`src/rtl/lab2_fir_out_buffer.sv`:
```
// lab2_fir_out_buffer
//   First-word-fall-through output FIFO behind the FIR stage. It absorbs
//   bursts from y_in and hands them to a ready/valid consumer. When the
//   queue is full and the consumer is not taking a sample in the same cycle,
//   the incoming sample is dropped. Every drop is recorded in a sticky
//   overflow flag and in a saturating 8-bit drop counter.
//
// Ports
//   clk        single clock, rising edge
//   reset      asynchronous, active-high reset
//   y_in       FIR output sample
//   y_valid    y_in carries a new sample this cycle
//   flush      synchronous clear of queue contents and statistics
//   out_data   head-of-queue sample (0 when empty)
//   out_valid  out_data holds a valid sample
//   out_ready  consumer takes out_data this cycle
//   count      current occupancy, 0..DEPTH
//   overflow   sticky: at least one sample dropped
//   drop_cnt   number of dropped samples, saturates at 255
module lab2_fir_out_buffer #(
  parameter int WIDTH = 16,
  parameter int DEPTH = 4   // power of 2, >= 2
) (
  input  logic                     clk,
  input  logic                     reset,
  input  logic [WIDTH-1:0]         y_in,
  input  logic                     y_valid,
  input  logic                     flush,
  output logic [WIDTH-1:0]         out_data,
  output logic                     out_valid,
  input  logic                     out_ready,
  output logic [$clog2(DEPTH):0]   count,
  output logic                     overflow,
  output logic [7:0]               drop_cnt
);

  localparam int AW = $clog2(DEPTH);
  localparam int CW = AW + 1;

  logic [WIDTH-1:0] mem [DEPTH];
  logic [AW-1:0]    rd_ptr;
  logic [AW-1:0]    wr_ptr;
  logic [CW-1:0]    count_q;
  logic             overflow_q;
  logic [7:0]       drop_cnt_q;

  logic full;
  logic pop;
  logic push;
  logic drop;

  // Pointers are AW bits wide, so wrap modulo DEPTH is free for power-of-2 depths.
  assign full = (count_q == CW'(DEPTH));
  assign pop  = out_valid && out_ready;
  // A full queue still accepts a sample when the head leaves in the same cycle.
  assign push = y_valid && (!full || pop);
  assign drop = y_valid && full && !pop;

  assign out_valid = (count_q != '0);
  assign out_data  = out_valid ? mem[rd_ptr] : '0;
  assign count     = count_q;
  assign overflow  = overflow_q;
  assign drop_cnt  = drop_cnt_q;

  // Storage is deliberately not reset. Stale words cannot be seen because
  // out_data is forced to 0 while the queue is empty.
  always_ff @(posedge clk) begin
    if (push && !flush) begin
      mem[wr_ptr] <= y_in;
    end
  end

  always_ff @(posedge clk or posedge reset) begin
    if (reset) begin
      rd_ptr     <= '0;
      wr_ptr     <= '0;
      count_q    <= '0;
      overflow_q <= 1'b0;
      drop_cnt_q <= 8'd0;
    end else if (flush) begin
      rd_ptr     <= '0;
      wr_ptr     <= '0;
      count_q    <= '0;
      overflow_q <= 1'b0;
      drop_cnt_q <= 8'd0;
    end else begin
      if (pop) begin
        rd_ptr <= rd_ptr + AW'(1);
      end
      if (push) begin
        wr_ptr <= wr_ptr + AW'(1);
      end
      case ({push, pop})
        2'b10:   count_q <= count_q + CW'(1);
        2'b01:   count_q <= count_q - CW'(1);
        default: count_q <= count_q;
      endcase
      if (drop) begin
        overflow_q <= 1'b1;
        if (drop_cnt_q != 8'hFF) begin
          drop_cnt_q <= drop_cnt_q + 8'd1;
        end
      end
    end
  end

endmodule

```
`config.mk`:
```
export PLATFORM = sky130hd
export DESIGN_NAME = lab2_fir_out_buffer
export DESIGN_NICKNAME = d
export VERILOG_FILES = /design/src/rtl/lab2_fir_out_buffer.sv
export SDC_FILE = /design/constraint.sdc
export NUM_CORES = 1
export LEC_CHECK = 0
export CORE_UTILIZATION = 37
export CTS_CLUSTER_DIAMETER = 50
export DETAILED_ROUTE_END_ITERATION = 8
export GPL_ROUTABILITY_DRIVEN = 0
export PLACE_DENSITY = 0.66
export REMOVE_ABC_BUFFERS = 1
export SLEW_MARGIN = 20
export SYNTH_ARGS = -nofsm -noshare
export SYNTH_HDL_FRONTEND = slang
export SYNTH_SLANG_ARGS = --single-unit
```
`constraint.sdc`:
```
create_clock -name clk -period 3.2 [get_ports clk]
set_input_delay 0.48 -clock clk [delete_from_list [all_inputs] [get_ports clk]]
set_output_delay 0.48 -clock clk [all_outputs]
set_load 0.01 [all_outputs]
```
Word level (Yosys, flattened, before mapping):

Memories as Yosys holds them, arrays and structs flattened.
Cells that the tools add are included.

* memories kept: 1
* logic and storage cells: 45
* memory bits (writable): 64
* input port bits: 21
* flip-flop bits (word level): 16
* output and inout bits: 29

Memory list
* mem: depth 4, bits a word 16, read ports 1, clocked after Yosys merged registers in 0, write ports 1, line 40 `logic [WIDTH-1:0] mem [DEPTH];`

* equal/unequal tests: 4
* add/sub/neg operators: 5
* reduce and logical (&&, ||, !) cells: 16
* muxes and demuxes: 14

Operators with widths (number)
* 2-to-1 mux 8 bit: 3
* 2-to-1 mux 16 bit: 1
* adder 8 x 1 -> 8 bit, second input constant: 1
* 2-to-1 mux 2 bit: 4
* inequality test 8 bit, second input constant: 1
* nonzero test 2 bit: 4
* case mux 3 bit (2 select lines): 1
* nonzero test 3 bit: 2
* logical AND 1 bit: 5
* adder 2 x 1 -> 2 bit, second input constant: 2
* 2-to-1 mux 1 bit: 4
* adder 3 x 1 -> 3 bit, second input constant: 1
* == test 3 bit, second input constant: 1
* logical NOT 1 bit: 3
* 2-to-1 mux 3 bit: 1
* subtractor 3 x 1 -> 3 bit, second input constant: 1
* == test 2 x 1 -> 1 bit, second input constant: 1
* == test 2 bit, second input constant: 1
* AND reduction 2 bit: 1
* logical OR 1 bit: 1

Depth between registers and ports, before layout:

* word-level depth: 7
* depth in mapped cells: 10
* gate-level depth less buffers: 8

Least setup slack after synthesis:

Ideal clock, no wire load.

* path type: register to register
* from: reg count_q[0] (netlist: count[0])
* to: reg count_q[2] (netlist: count[2])
* setup slack: 0.574 ns
* data required time: 3.123 ns
* cell stages (with the launch flop): 10
* arrival: 2.549 ns
* clock period less this slack: 2.626 ns
* setup time: 0.077 ns
* buffers on the path: 2
* path through: dfrtp_1 -> buf_6 -> or3_2 -> clkbuf_1 -> nand2_1 -> nor2_1 -> fa_1 -> or3_2 -> a21o_1 -> a21oi_1

* longest elaborated chain between the ends: 7
* elaborated cells between the ends (all ways): 13
* classes of those cells: add/sub: 2; eq/ne: 3; mux: 2; reduce/logical: 6

RTL lines
* start, declared: line 43 `logic [CW-1:0] count_q;`
* start signal, assigned: line 94 `2'b10: count_q <= count_q + CW'(1);`
* start signal, assigned: line 95 `2'b01: count_q <= count_q - CW'(1);`
* start signal, assigned: line 96 `default: count_q <= count_q;`
* == test 3 bit / nonzero test 3 bit (equally long branches): line 53, 59
* logical NOT 1 bit / logical AND 1 bit (equally long branches): line 56, 54
* logical OR 1 bit: line 56 `assign push = y_valid && (!full || pop);`
* logical AND 1 bit: line 56
* == test 2 x 1 -> 1 bit / == test 2 bit (equally long branches): line 93 `case ({push, pop})`
* case mux 3 bit (2 select lines): line 93
* 2-to-1 mux 3 bit: line 80 `end else if (flush) begin`

Parallel ways exist; a longest one is shown, timed or not.
A chain may end at the register's enable or synchronous reset.

Final worst setup path:

* from: reg rd_ptr[0]
* to: out out_data[4]

* longest elaborated chain between the ends: 2

RTL lines
* start, declared: line 41 `logic [AW-1:0] rd_ptr;`
* start signal, assigned: line 88 `rd_ptr <= rd_ptr + AW'(1);`
* memory read (4 x 16 bit)
* 2-to-1 mux 16 bit: line 60 `assign out_data = out_valid ? mem[rd_ptr] : '0;`
* end, declared: line 29 `output logic [WIDTH-1:0] out_data,`

No other way between the ends.

==> impl_metrics.env <==
export IMPL_port_buffers=49
export IMPL_ys_flop_type="edfxtp_1"
export IMPL_total_power_mw=2.32
export IMPL_nFillCells=769
export IMPL_drt_iter0_markers=72
export IMPL_drive_gt1_share_pct=17.2
export IMPL_synth_compound_gate_area_share_pct=4.64
export IMPL_arrival_ps=2300
export IMPL_antenna_found_initial=0
export IMPL_finalHoldViolCount=0
export IMPL_critPathKind="flip-flop to output port"
export IMPL_drt_pass1_iter_count=4
export IMPL_cts_htree_levels=3
export IMPL_p_leak_nw=1.48
export IMPL_cp_end_kind="output port"
export IMPL_syn_inst=213
export IMPL_critical_path_max_fanout=16
export IMPL_area_growth_pct=23.8
export IMPL_finalSetupTns_ps=0
export IMPL_wirelength_um=6160
export IMPL_syn_avg_cell_area_um2=16.2
export IMPL_routedWlPerCell_um=16.1
export IMPL_final_common_cell="edfxtp_1"
export IMPL_p_per_area_nw_per_um2=543
export IMPL_cts_path_max_buffers=2
export IMPL_cts_root_buf="clkbuf_8"
export IMPL_async_flop_share_pct=20.0
export IMPL_holdBufCountCts=0
export IMPL_ant_nets=0
export IMPL_synth_cell_types=44
export IMPL_grt_pass1_wl_um=10100
export IMPL_grt_overflow=0
export IMPL_slew_headroom_pct=58.7
export IMPL_ys_warn_count=0
export IMPL_numCtsBuffers=9
export IMPL_slew_violations=0
export IMPL_die_y_um=98.6
export IMPL_clock_sinks=80
export IMPL_setup_viol=0
export IMPL_start_util_pct=38.8
export IMPL_mostFrequentLayoutCells="edfxtp_1, clkdlybuf4s50_1, and2_1, mux4_2, dfrtp_1"
export IMPL_vias=1922
export IMPL_dieWidth_um=98.6
export IMPL_synth_xor_area_share_pct=1.52
export IMPL_vdd_drop_max_uv=190
export IMPL_rsz0062_at_grt="no"
export IMPL_io_pins=50
export IMPL_clk_pin_slew_ps=80
export IMPL_synth_simple_area_share_pct=9.67
export IMPL_synth_top_family_by_area="multiplexers"
export IMPL_status="completed"
export IMPL_rows=34
export IMPL_dieArea_um2=9720
export IMPL_min_path_type="input pin to async pin"
export IMPL_startpoint_type="flip-flop"
export IMPL_nets=296
export IMPL_grt_total_usage_pct=13.8
export IMPL_num_antenna_cells=0
export IMPL_synth_edf_count=64
export IMPL_tightest_slew_ps=619
export IMPL_cts_repair_resized=0
export IMPL_fmax_mhz=360
export IMPL_synthAdderAreaFrac_pct=2.39
export IMPL_synth_seq_cells=80
export IMPL_dp_hpwl_um=4090
export IMPL_period_needed_ps=2780
export IMPL_clock_latency_ps=350
export IMPL_grt_max_degree=20
export IMPL_drc=0
export IMPL_maxCapViolCount=0
export IMPL_cts_tree="yes"
export IMPL_cts_setup_buffers=0
export IMPL_grt_pass1_vias=1994
export IMPL_yosys_mux_area_fraction_pct=11.3
export IMPL_core_area_um2=8890
export IMPL_viasPerCell=5.03
export IMPL_ys_seq_area_share_pct=67.2
export IMPL_critPathRequiredTime_ps=2720
export IMPL_period_share_pct=86.9
export IMPL_netlist_area_um2=3450
export IMPL_skew_ps=14.4
layout make-up:
type | instances | area (um2) | share of cell area [%]
Clock inverter | 7 | 83.8 | 1.96
Inverter | 9 | 33.8 | 0.790
Tap cell | 108 | 135 | 3.16
Sequential cell | 80 | 2320 | 54.3
Multi-Input combinational cell | 111 | 1020 | 23.8
Clock buffer | 9 | 124 | 2.90
Timing Repair Buffer | 58 | 558 | 13.0
critical path, stage by stage, from the launching register on:
cell             delay, ps
dfrtp_1                390
buf_4                  350
mux4_2                 540
and2_1                 190
clkdlybuf4s50_1        490
metrics by stage:
step | area (um2) | std cells | setup slack, ps | utilization [%] | hold WS (ps)
6_report | 4280 | 382 | 419 | 48.1 | 505
3_3_place_gp | 4070 | 366 | 652 | 45.8 | 502
5_1_grt | 4280 | 382 | 324 | 48.1 | 579
4_1_cts | 4280 | 382 | 365 | 48.1 | 512
3_5_place_dp | 4070 | 366 | 599 | 45.8 | 503
2_1_floorplan | 3380 | 200 | 597 | - | 394
Yosys cell counts, types with 2 or more instances:
library cell / count / area (um2)
inv_1: 9 / 33.8
or3_2: 2 / 15.0
xnor2_1: 2 / 17.5
ha_1: 5 / 62.6
buf_2: 3 / 15.0
nand4_1: 2 / 12.5
mux2i_1: 3 / 30.0
and2_1: 21 / 131
nand2_1: 4 / 15.0
xor2_1: 4 / 35.0
nor2_1: 12 / 45.0
nand3_1: 3 / 15.0
a21oi_1: 8 / 40.0
buf_4: 3 / 22.5
o21ai_0: 5 / 25.0
o31ai_1: 2 / 15.0
edfxtp_1: 64 / 1920
or4_1: 2 / 15.0
mux4_2: 16 / 360
dfrtp_1: 16 / 400
clkbuf_1: 4 / 15.0
flip-flops by register name (all words and copies together) (netlist names):
name,count
mem,64
rd_ptr,2
count,3
drop_cnt,8
wr_ptr,2
overflow,1
cell families after synthesis:
kind of cell    after synthesis
buf+inv                      22
simple gates                 55
mux                          19
xor+xnor                      6
flops                        80
fa+ha+maj                     6
compound gates               25
worst paths after layout:
path	start	end	slack (ps)	cells after the start
min	reset	overflow	500	2
min reg2reg	overflow	overflow	520	2
max in group asynchronous	reset	wr_ptr[0]	2290	2
max	rd_ptr[0]	out_data[4]	420	4
max reg2reg	count[0]	count[2]	640	7
min in group clk	overflow	overflow	520	2
routing by layer:
metal | track usage (%) | part of all wire [%] | vias up
li1 | - | - | 920
met1 | 17.9 | 46 | 957
met2 | 22.8 | 49 | 38
met3 | 2.20 | 2.6 | 7
met4 | 6.77 | 1.5 | 0
met5 | 0 | 0 | -
power breakdown:
group / switching, mW / internal, mW / leakage (nW)
Clock: 0.385 / 0.375 / 0.103
Sequential: 0.0270 / 1.16 / 0.801
Combinational: 0.164 / 0.209 / 0.574
Total: 0.577 / 1.74 / 1.48
(Power assumes the default switching activity.)
